==> src/rtl/ps2_pkg.sv <==
// Shared PS/2 receive definitions: frame FSM states and frame-format constants.
package ps2_pkg;

    typedef enum logic [1:0] {
        IDLE,
        DATA,
        PARITY,
        STOP
    } ps2_state_e;

    localparam int unsigned DATA_BITS = 8;
    localparam logic        START_BIT = 1'b0;
    localparam logic        STOP_BIT  = 1'b1;

endpackage

==> src/rtl/ps2_rx_fifo.sv <==
// First-word-fall-through receive FIFO; head reads zero while empty.
module ps2_rx_fifo #(
    parameter int unsigned FIFO_DEPTH = 4,
    parameter int unsigned WIDTH      = 8
) (
    input  logic             clk,
    input  logic             rst_n,
    input  logic             push,
    input  logic [WIDTH-1:0] push_data,
    input  logic             pop,
    output logic [WIDTH-1:0] head,
    output logic             empty,
    output logic             full
);

    localparam int unsigned AW = $clog2(FIFO_DEPTH);

    logic [WIDTH-1:0] mem_q [FIFO_DEPTH];
    logic [AW:0]      wptr_q, wptr_d;
    logic [AW:0]      rptr_q, rptr_d;
    logic             do_push;
    logic             do_pop;

    // Extra MSB on each pointer separates full (MSBs differ) from empty.
    assign empty = (wptr_q == rptr_q);
    assign full  = (wptr_q[AW] != rptr_q[AW]) && (wptr_q[AW-1:0] == rptr_q[AW-1:0]);

    assign do_pop  = pop && !empty;
    assign do_push = push && (!full || do_pop);

    always_comb begin
        wptr_d = wptr_q;
        rptr_d = rptr_q;
        if (do_push) wptr_d = wptr_q + 1'b1;
        if (do_pop)  rptr_d = rptr_q + 1'b1;
    end

    always_ff @(posedge clk or negedge rst_n) begin
        if (!rst_n) begin
            wptr_q <= '0;
            rptr_q <= '0;
        end else begin
            wptr_q <= wptr_d;
            rptr_q <= rptr_d;
        end
    end

    always_ff @(posedge clk) begin
        if (do_push) mem_q[wptr_q[AW-1:0]] <= push_data;
    end

    assign head = empty ? '0 : mem_q[rptr_q[AW-1:0]];

endmodule

==> src/rtl/ps2_rx.sv <==
// PS/2 device-to-host receiver: synchronizer, clock glitch filter, frame FSM
// with inter-edge timeout, sticky error flags and a receive FIFO.
module ps2_rx
    import ps2_pkg::*;
#(
    parameter int unsigned CLK_FREQ_HZ   = 10_000_000,
    parameter int unsigned FIFO_DEPTH    = 4,
    parameter int unsigned FILTER_CYCLES = 8,
    parameter int unsigned TIMEOUT_US    = 1000
) (
    input  logic       clk,
    input  logic       rst_n,
    input  logic       ps2_clk,
    input  logic       ps2_data,
    input  logic       rd_en,
    input  logic       clr_err,
    output logic [7:0] rd_data,
    output logic       rd_valid,
    output logic       parity_err,
    output logic       frame_err,
    output logic       overflow
);

    localparam longint unsigned TO_CYCLES =
        longint'(TIMEOUT_US) * longint'(CLK_FREQ_HZ) / 64'd1_000_000;
    localparam int unsigned TO_W   = $clog2(TO_CYCLES + 1);
    localparam int unsigned FILT_W = $clog2(FILTER_CYCLES + 1);

    logic [1:0]           clk_sync_q, data_sync_q;
    logic                 filt_q, filt_d;
    logic [FILT_W-1:0]    filt_cnt_q, filt_cnt_d;
    logic                 fall;
    ps2_state_e           state_q, state_d;
    logic [2:0]           bit_cnt_q, bit_cnt_d;
    logic [DATA_BITS-1:0] shift_q, shift_d;
    logic                 par_q, par_d;
    logic [TO_W-1:0]      to_cnt_q, to_cnt_d;
    logic                 push, frame_ev, parity_ev, overflow_ev;
    logic                 fifo_empty, fifo_full;
    logic                 parity_err_q, frame_err_q, overflow_q;
    logic                 data_s;

    assign data_s = data_sync_q[1];

    always_comb begin
        filt_d     = filt_q;
        filt_cnt_d = '0;
        if (clk_sync_q[1] != filt_q) begin
            if (filt_cnt_q == FILT_W'(FILTER_CYCLES - 1)) filt_d = clk_sync_q[1];
            else                                        filt_cnt_d = filt_cnt_q + 1'b1;
        end
    end

    assign fall = filt_q && !filt_d;

    always_comb begin
        state_d   = state_q;
        bit_cnt_d = bit_cnt_q;
        shift_d   = shift_q;
        par_d     = par_q;
        to_cnt_d  = '0;
        push      = 1'b0;
        frame_ev  = 1'b0;
        parity_ev = 1'b0;
        if (state_q != IDLE && !fall) to_cnt_d = to_cnt_q + 1'b1;
        case (state_q)
            IDLE: if (fall) begin
                if (data_s == START_BIT) begin
                    state_d   = DATA;
                    bit_cnt_d = '0;
                end else begin
                    frame_ev = 1'b1;
                end
            end
            DATA: if (fall) begin
                shift_d   = {data_s, shift_q[DATA_BITS-1:1]};
                bit_cnt_d = bit_cnt_q + 3'd1;
                if (bit_cnt_q == 3'(DATA_BITS - 1)) state_d = PARITY;
            end
            PARITY: if (fall) begin
                par_d   = data_s;
                state_d = STOP;
            end
            STOP: if (fall) begin
                state_d = IDLE;
                if (data_s != STOP_BIT)         frame_ev  = 1'b1;
                else if (!(^{shift_q, par_q}))  parity_ev = 1'b1;
                else                            push      = 1'b1;
            end
            default: state_d = IDLE;
        endcase
        if (state_q != IDLE && !fall && to_cnt_q == TO_W'(TO_CYCLES - 1)) begin
            state_d   = IDLE;
            frame_ev  = 1'b1;
            to_cnt_d  = '0;
            bit_cnt_d = '0;
            shift_d   = '0;
        end
    end

    // A push into a full FIFO is only lost when no pop frees a slot this cycle.
    assign overflow_ev = push && fifo_full && !rd_en;

    always_ff @(posedge clk or negedge rst_n) begin
        if (!rst_n) begin
            clk_sync_q   <= '1;
            data_sync_q  <= '1;
            filt_q       <= 1'b1;
            filt_cnt_q   <= '0;
            state_q      <= IDLE;
            bit_cnt_q    <= '0;
            shift_q      <= '0;
            par_q        <= 1'b0;
            to_cnt_q     <= '0;
            parity_err_q <= 1'b0;
            frame_err_q  <= 1'b0;
            overflow_q   <= 1'b0;
        end else begin
            clk_sync_q   <= {clk_sync_q[0], ps2_clk};
            data_sync_q  <= {data_sync_q[0], ps2_data};
            filt_q       <= filt_d;
            filt_cnt_q   <= filt_cnt_d;
            state_q      <= state_d;
            bit_cnt_q    <= bit_cnt_d;
            shift_q      <= shift_d;
            par_q        <= par_d;
            to_cnt_q     <= to_cnt_d;
            parity_err_q <= (parity_err_q && !clr_err) || parity_ev;
            frame_err_q  <= (frame_err_q && !clr_err) || frame_ev;
            overflow_q   <= (overflow_q && !clr_err) || overflow_ev;
        end
    end

    ps2_rx_fifo #(
        .FIFO_DEPTH (FIFO_DEPTH),
        .WIDTH      (DATA_BITS)
    ) u_fifo (
        .clk       (clk),
        .rst_n     (rst_n),
        .push      (push),
        .push_data (shift_q),
        .pop       (rd_en),
        .head      (rd_data),
        .empty     (fifo_empty),
        .full      (fifo_full)
    );

    assign rd_valid   = !fifo_empty;
    assign parity_err = parity_err_q;
    assign frame_err  = frame_err_q;
    assign overflow   = overflow_q;

endmodule

==> config.mk <==
export PLATFORM = sky130hd
export DESIGN_NAME = ps2_rx
export DESIGN_NICKNAME = d
export VERILOG_FILES = /design/src/rtl/ps2_pkg.sv /design/src/rtl/ps2_rx_fifo.sv /design/src/rtl/ps2_rx.sv
export SDC_FILE = /design/constraint.sdc
export NUM_CORES = 1
export LEC_CHECK = 0
export CAP_MARGIN = 20
export CELL_PAD_IN_SITES_DETAIL_PLACEMENT = 1
export CELL_PAD_IN_SITES_GLOBAL_PLACEMENT = 1
export CORE_MARGIN = 3
export CORE_UTILIZATION = 52
export CTS_BUF_LIST = sky130_fd_sc_hd__clkbuf_8
export DETAILED_ROUTE_END_ITERATION = 10
export PLACE_DENSITY_LB_ADDON = 0.1
export SLEW_MARGIN = 20
export SYNTH_ARGS = -nofsm -noshare
export SYNTH_HDL_FRONTEND = slang
export SYNTH_SLANG_ARGS = --single-unit
==> constraint.sdc <==
create_clock -name clk -period 2.75 [get_ports clk]
set_clock_uncertainty 0.2 [all_clocks]
set_input_delay 0.6875 -clock clk [delete_from_list [all_inputs] [get_ports clk]]
set_output_delay 0.6875 -clock clk [all_outputs]
set_load 0.01 [all_outputs]
# After elaboration in Yosys (flattened, before gate mapping)
# Memories as Yosys holds them, arrays and structs flattened.
# Index checks and enable logic that the tools add are counted.
# word_totals
word_cells	106
ram_bits	32
out_inout_bits	12
ff_bits	46
n_memories	1
# mem_list
name	words	word_bits	rd	rd_ports_with_merged_regs	wr	line	rtl
u_fifo.mem_q	4	8	1	0	1	ps2_rx_fifo.sv:18	logic [WIDTH-1:0] mem_q [FIFO_DEPTH];
# classes
add_sub_neg	5
n_reduce_logical	31
eq_ne	16
muxes	39
# op_table
cell	n
8-bit two-way mux	4
14-bit two-way mux	2
3-bit != test, second input constant	6
1-bit two-way mux	17
14-bit by 1-bit adder with 14-bit output, second input constant	1
14-bit == test, second input constant	1
2-bit two-way mux	7
3-bit two-way mux	4
1-bit logical AND	11
3-bit by 1-bit adder with 3-bit output, second input constant	3
9-bit parity	1
4-bit two-way mux	2
2-bit one-hot mux with 4 select lines	1
1-bit logical NOT	6
3-bit one-hot mux with 2 select lines	1
6-bit AND reduction	1
2-bit nonzero test	3
4-bit by 1-bit adder with 4-bit output, second input constant	1
2-bit == test, second input constant	2
4-bit by 3-bit == test with 1-bit output, second input constant	1
1-bit logical OR	4
2-bit AND reduction	2
4-bit AND reduction	1
3-bit == test	1
7 further kinds	8

# Depth between registers and ports, before layout
# depth
word_depth	10
depth_mapped	8
depth_no_buf	7

# By module
# Synthesis repeated with hierarchy kept, for this count alone.
# unflattened
hier_cells	259
hier_area_um2	3593.4
# modules_own_cells
mod	instances	area_per_inst_um2	cells_each	seq_area_each_um2
ps2_rx	1	1935.6	174	1007.2
ps2_rx_fifo	1	1657.8	85	1111.1

# Least setup slack after synthesis
# No wires, ideal clock.
# synth_path
kind	reg-to-reg
startpoint	register shift_q[4]
endpoint	memory u_fifo.mem_q[3][0] (enable)
period_less_slack_ns	2.263
path_stages_with_launch	5
arrival_ns	1.689
setup_ns	0.374
path_buffers	0
slack_ns	0.487
t_required_ns	2.176
path_cell_list	dfrtp_1 xor2_1 xnor3_2 xnor2_4 nor3_2
# synth_between
elab_chain_len	8
# synth_lines
item	line	rtl
from (decl)	ps2_rx.sv:35	logic [DATA_BITS-1:0] shift_q, shift_d;
from (signal assigned)	ps2_rx.sv:125	shift_q <= shift_d;
9-bit parity	ps2_rx.sv:87	else if (!(^{shift_q, par_q})) parity_ev = 1'b1;
1-bit two-way mux	ps2_rx.sv:87	
1-bit two-way mux	ps2_rx.sv:86	if (data_s != STOP_BIT) frame_ev = 1'b1;
1-bit two-way mux	ps2_rx.sv:84	STOP: if (fall) begin
1-bit two-way mux	ps2_rx.sv:66	case (state_q)
1-bit logical AND	ps2_rx_fifo.sv:29	assign do_push = push && (!full || do_pop);
1-bit two-way mux	ps2_rx_fifo.sv:49	if (do_push) mem_q[wptr_q[AW-1:0]] <= push_data;
1-bit two-way mux (not written as such)	ps2_rx_fifo.sv:49	
to (decl)	ps2_rx_fifo.sv:18	
# No other way between the ends.

# Final worst setup path
# layout_path
startpoint	register u_fifo.rptr_q[0]
endpoint	output rd_data[1]
# layout_between
elab_chain_len	2
word_cells_on_any_way	3
# layout_lines
item	line	rtl
from (decl)	ps2_rx_fifo.sv:20	logic [AW:0] rptr_q, rptr_d;
from (signal assigned)	ps2_rx_fifo.sv:44	rptr_q <= rptr_d;
memory read 4 x 8 bit or 3-bit == test (tied branches)	n/a	
8-bit two-way mux (*)	ps2_rx_fifo.sv:52	assign head = empty ? '0 : mem_q[rptr_q[AW-1:0]];
to (decl)	ps2_rx.sv:17	output logic [7:0] rd_data,
# Every way passes the cells marked *; elsewhere a longest branch is shown, timed or not.

==> reports/metrics.yaml <==
layout_worst_path_cycle_share_pct: 96.7
number_of_inserted_filler_cells_in_the_final_layout: 628
grt_max_degree: 25
reg2reg_from: "shift_q[3]$_DFFE_PN0P_"
timing.critical_path.from_type: "register"
die_width_um: 88.5
track_usage_pct: 19.6
routed-via-count: 2059
final_gp_congestion: 0.715
synthMostInstantiatedCell: "dfrtp_1"
design.core.area_mm2: 0.00646
placement.io_buffers: 17
worst-endpoint-arrival_ns: 1.77
timing.final.crit_period_ns: 2.66
grt_setup_unrepaired: "true"
wl_per_cell_um: 17.7
post-synth-top-area-cell: "dfrtp_1"
cts_root_buf: "clkbuf_8"
grt_pass1_wl_um: 11400
synth.cell_area_mm2: 0.00354
clock_pin_slew_worst_setup_and_hold_paths_ns: 0.08
final_layout_size_suffix_gt1_share_pct: 22.2
synth.yosys.warnings: 0
fmax_ghz: 0.376
sw_frac_of_total_pct: 27.4
tritoncts: "built"
grt_remaining_overflow: 0
grt_antenna_before_repair: 0
postLayoutCoreUtil_pct: 63.1
ys_ff_latch: 78
cts.sink_count: 78
floorplan.rows: 29
detail_route.first_pass.iterations: 5
asyncSetResetFlopFracSynth_pct: 59.0
timing.final.hold_violations: 0
drt_iter0_markers: 111
final_cells: 370
cts_htree_levels: 3
status: "completed"
worstSetupPathType: "register to output port"
cts_buffers: 9
power_frac_comb_pct: 13.9
syn-mean-instance-area_um2: 14.0
postRouteWirelength_um: 6560
post_cts_hold_buffer_count: 0
io_pins: 18
insertion_delay_ns: 0.33
clock_power_share_pct: 30.3
synth_commonest_cells: "41 x dfrtp_1, 32 x edfxtp_1, 25 x nor2_1, 14 x xnor2_1"
n_antenna_cell: 0
ys_seq_area_share_pct: 59.8
worst_setup_path_end_kind: "output port"
critical_path.max_fanout: 9
post-place-cells: 349
synthCells: 253
detailedPlacementHpwl_um: 4770
die-area_mm2: 0.00783
crit_required_ns: 1.86
remaining_drc_errors: 0
worstHoldPathType: "primary input to async pin"
dieHeight_um: 88.5
tightest_pin_transition_ns: 0.598
synth_top_cell_area_share_pct: 29.0
pwr_cell_area_mw_per_mm2: 584
clock_tree.buffer_depth: 2
finalSetupViolations: 0
p_int_mw: 1.73
netSwitchingPower_mw: 0.652
timing_max_transition_violations_final: 0
finalNetCount: 307
ant_nets: 0
vias_per_cell: 5.56
synth_flop_cell: "dfrtp_1"
syn2layout_area_growth_pct: 15.1
grt_pass1_vias: 2320
syn-num-nets: 272
max_slew_margin_pct: 60.1
final.hold.worst_slack_ns: 0.155
peakVddDrop_mv: 0.446
maxCapViolations: 0
synth_enable_flop_cells: 32
static_leakage_power_nw: 1.78
worst-r2r-cell-count: 5
tns_ns: 0
start_util_pct: 54.8
seq_power_share_pct: 55.8
regToRegEndpoint: "u_fifo.mem_q[0][0]$_DFFE_PP_"
p_total_mw: 2.38
synth_cell_type_count: 49
synth.top_cells.by_area: "dfrtp_1 29%, edfxtp_1 27%, mux4_2 5.1%, ha_1 4.6%, dfstp_2 3.7%"
r2r_slack_ns: 0.22
## power by group through the flow
| stage | sequential [mW] | clock, mW | combinational [mW] |
|---|---|---|---|
| global placement | 1.35 | 0 | 0.318 |
| finish | 1.33 | 0.720 | 0.331 |
| floorplan | 1.34 | 0 | 0.248 |
| global route | 1.34 | 0.811 | 0.387 |
| CTS | 1.33 | 0.749 | 0.339 |
| detailed placement | 1.35 | 0 | 0.338 |
## how the worst max path moves through the flow
stage                     slack, ns  cells past startpoint                      endpoint                         start
after floorplan                0.49                      4  u_fifo.mem_q[3][0]$_DFFE_PP_        shift_q[4]$_DFFE_PN0P_
after global placement         0.20                      4  u_fifo.mem_q[0][4]$_DFFE_PP_                         rd_en
after detailed placement       0.14                      4                    rd_data[5]  u_fifo.rptr_q[0]$_DFFE_PN0P_
after CTS                    0.0001                      4                    rd_data[5]  u_fifo.rptr_q[0]$_DFFE_PN0P_
after global routing         -0.008                      4                    rd_data[2]  u_fifo.rptr_q[0]$_DFFE_PN0P_
final                          0.09                      4                    rd_data[1]  u_fifo.rptr_q[0]$_DFFE_PN0P_
## sequential cells by signal, summed over array words and instances, names as in the netlist
name	cells
parity_err	1
u_fifo.wptr_q	3
u_fifo.rptr_q	3
overflow	1
bit_cnt_q	3
filt_cnt_q	4
shift_q	8
data_sync_q	2
to_cnt_q	14
filt_q	1
frame_err	1
u_fifo.mem_q	32
state_q	2
par_q	1
clk_sync_q	2
## area by class of cell
| type | count | area, µm² | share of cell area, % |
|---|---|---|---|
| flip-flops and latches | 78 | 2120 | 52.1 |
| multi-input cells | 159 | 1370 | 33.7 |
| repair buffers | 30 | 280 | 6.88 |
| clock buffers | 9 | 124 | 3.04 |
| well taps | 77 | 96.3 | 2.36 |
| clock inverters | 7 | 42.5 | 1.04 |
| inverters | 10 | 37.5 | 0.921 |
## stage by stage
stage	setup slack (ns)	instance area (µm²)
2_1_floorplan	0.487	3540
3_3_place_gp	0.196	3850
3_5_place_dp	0.139	3850
4_1_cts	0.000128	4050
5_1_grt	-0.00835	4070
6_report	0.0898	4070
## kinds of logic (layout without fill, tap and decap cells)
kind of cell | after synthesis | in the layout | share of synthesized area, %
AO/OA/AOI/OAI | 18 | 18 | 3.75
buffers and inverters | 16 | 56 | 2.12
flip-flops | 78 | 78 | 59.8
AND/OR/NAND/NOR | 80 | 80 | 12.8
multiplexers | 21 | 21 | 9.05
adder cells (fa/ha/maj) | 13 | 13 | 4.60
XOR/XNOR | 27 | 27 | 7.85
## worst max-delay path, cell delays in order, from the launching register on
cell,delay [ns]
dfrtp_2,0.43
buf_12,0.16
mux4_2,0.49
nor2b_1,0.14
clkdlybuf4s15_1,0.22
## per-layer routing
metal	routed length [µm]	vias up	GRT usage (%)
met5	0	-	0
met4	83	0	7.01
met3	211	10	3.91
met2	3310	28	32.5
met1	2950	1050	25.7
li1	-	971	-
## layout by cell type, fill, tap and decap left out, drive strengths merged, types with 2 or more instances in the layout
cell type | synthesis | layout
nand2 | 9 | 9
mux2i | 8 | 8
o21ai | 4 | 4
a22o | 2 | 2
mux4 | 8 | 8
clkdlybuf4s50 | 0 | 7
buf | 5 | 14
and3b | 2 | 2
nand3 | 4 | 4
xnor2 | 16 | 16
inv | 10 | 11
nor2 | 25 | 25
clkbuf | 1 | 11
mux2 | 5 | 5
o2bb2ai | 2 | 2
nand2b | 2 | 2
nor2b | 13 | 13
dfrtp | 41 | 41
xor2 | 10 | 10
clkdlybuf4s15 | 0 | 6
clkinv | 0 | 5
or3 | 3 | 3
and3 | 2 | 2
edfxtp | 32 | 32
nand4 | 3 | 3
ha | 13 | 13
dfstp | 5 | 5
and4 | 3 | 3
a21oi | 3 | 3
and2 | 4 | 4
nor3 | 6 | 6
## what timing repair did
item | CTS | global route
gates cloned | 0 | 0
pin swaps | 1 | 0
resized for setup | 13 | 13
setup buffers | 3 | 2
endpoints found under the setup margin | 9 | 9
No activity file was read; power rests on OpenSTA's default activity.
==> edit (same settings) <==
Encoding of `ps2_state_e`: now one-hot (4 bits for 4 states).
--- a/src/rtl/ps2_pkg.sv
+++ b/src/rtl/ps2_pkg.sv
@@ -1,11 +1,11 @@
 // Shared PS/2 receive definitions: frame FSM states and frame-format constants.
 package ps2_pkg;
 
-    typedef enum logic [1:0] {
-        IDLE,
-        DATA,
-        PARITY,
-        STOP
+    typedef enum logic [3:0] {
+        IDLE   = 4'b0001,
+        DATA   = 4'b0010,
+        PARITY = 4'b0100,
+        STOP   = 4'b1000
     } ps2_state_e;
 
     localparam int unsigned DATA_BITS = 8;
Formal check against the unedited RTL: no difference found for any inputs over 10 cycles, from zero or initial values and one cycle with rst_n low; not proved beyond that.
==> edit against the unedited design <==
Sequential cell count rose by 2. Area after synthesis rose by 2.3%. Design area rose by 3.1%. Global-route usage rose by 0.77 points. Setup slack improved by 6.8 ps. Critical endpoint unchanged. Via count rose by 5.6%. Routed wire length rose by 6.6%. Fmax rose by 0.26%. Non-clock buffer count rose by 5.
Power is not compared: it rests on default switching activity, and its combinational part moved more than twofold at a synthesized area within 25%.
==> edit: results (changes against the unedited design) <==
- Status: completed
- Area after DPL: 0.003925 mm2 (+2.0%)
- DRT met1 WL: 3101 um (+5.0%)
- Synth Area in Compound Gates: 0.05736 (+0.01989)
- Worst path slowest cell: mux4_2
- R2R cell count: 5 (unchanged)
- Commonest register cell after synthesis: dfrtp_1
- Drt via density: 5.632 (+1.2%)
- Synth top area cells: dfrtp_1 29%, edfxtp_1 27%, mux4_2 5.0%
- WL met2: 3615 um (+9.3%)
- Worst r2r dst: u_fifo.mem_q[2][4]
- Net count reported at finish: 319 (+3.9%)
- Post-Synth Adder-Cell Area: 0.03110 (-0.01485)
- Vias post-DR: 2,174 (+5.6%)
- Post-CTS Resized: 15 (+2)
- DR pass1 iterations: 4 (-1)
- Dpl cells: 361 (+3.4%)
- Final WS setup: 96.61 ps (+6.774 ps)
- DP Worst Slack: -75.21 ps (-214.6 ps)
- Post-CTS Repair Setup Buffers: 5 (+2)
- Number of global-route vias before repair: 2,350 (+1.3%)
- HPWL Detailed: 4841 um (+1.6%)
- GP Congestion: 0.7777 (+8.8%)
- GR Util met3: 0.04516 (+0.006055)
- First-pass GRT wire length: 11,910 um (+4.5%)
- Reg clk slew, reported paths: 80 ps (about the same)
- Worst hold slack: 67.55 ps (-87.40 ps)
- Mapped Nets: 281 (+3.3%)
- Fill cells: 641 (+2.1%)
- Starting DRT DRC Count: 101 (-9.0%)
- Root buf cell: clkbuf_8
- Setup slack, reg-to-reg: 200 ps (-20 ps)
- Uppermost routed layer: met4
- All-Layer GR Usage: 0.2033 (+0.007661)
- WL met3: 173 um (-18%)
- Routed wire length: 6991 um (+6.6%)
- M2 GR Usage: 0.3376 (+0.01263)
- Netlist cell types: 50 (+2.0%)
- H-tree Lvls: 3 (unchanged)
- Synth async-reset ratio: 0.6000 (+0.01026)
- ANT cells: 0 (unchanged)
- Worst-path fanout max: 8 (-1)
- Slowest cell delay on critical path: about 480 ps
- Synth Instances: 266 (+5.1%)
- Commonest cells in the netlist: 42 x dfrtp_1, 32 x edfxtp_1, 25 x nor2_1
- Largest net degree at the start of global routing: 18 (-28%)
- Layout cells sized above 1: 0.2362 (+0.01440)
- YS warnings: 0 (unchanged)
- Post-synthesis mux area share: 0.06600 (-0.02449)
- Max-Slew Margin vs Limit: 0.6257 (+0.02462)
- Switch Pwr: 0.4789 mW
- Crit path arrival time: 1770 ps (about the same)
- Post-Synth XOR/XNOR Area: 0.07913 (+0.0006563)
- Routing usage on met1: 0.2589 (+0.001792)
- Sequential area share after synthesis: 0.5992 (+0.0007260)
==> edit: cell types whose count changed after synthesis, sizes merged, moves of 3 or more <==
cell	delta
mux2i	-7
a22o	+6
and3	+4
ha	-4
a22oi	+3
clkbuf	+3
nand3	+3
nor3	+3
or3	-3
==> edit: cell type report <==
type / count / area [um2] / share of cell area
Clock buffer: 9 / 123.9 / 0.02948
Clock inverter: 7 / 63.81 / 0.01519
Inverter: 8 / 30.03 / 0.007147
Multi-Input combinational cell: 170 / 1405 / 0.3344
Sequential cell: 80 / 2173 / 0.5173
Tap cell: 77 / 96.34 / 0.02293
Timing Repair Buffer: 35 / 309.0 / 0.07356
==> edit: power groups by stage <==
stage                     Sequential [mW]  Combinational, mW  Clock, mW
after floorplan                      1.31             0.0550          0
after global placement               1.31             0.0861          0
after detailed placement             1.32             0.0870          0
after CTS                            1.29             0.0879      0.845
after global routing                 1.29             0.0950      0.897
final                                1.29             0.0851      0.819
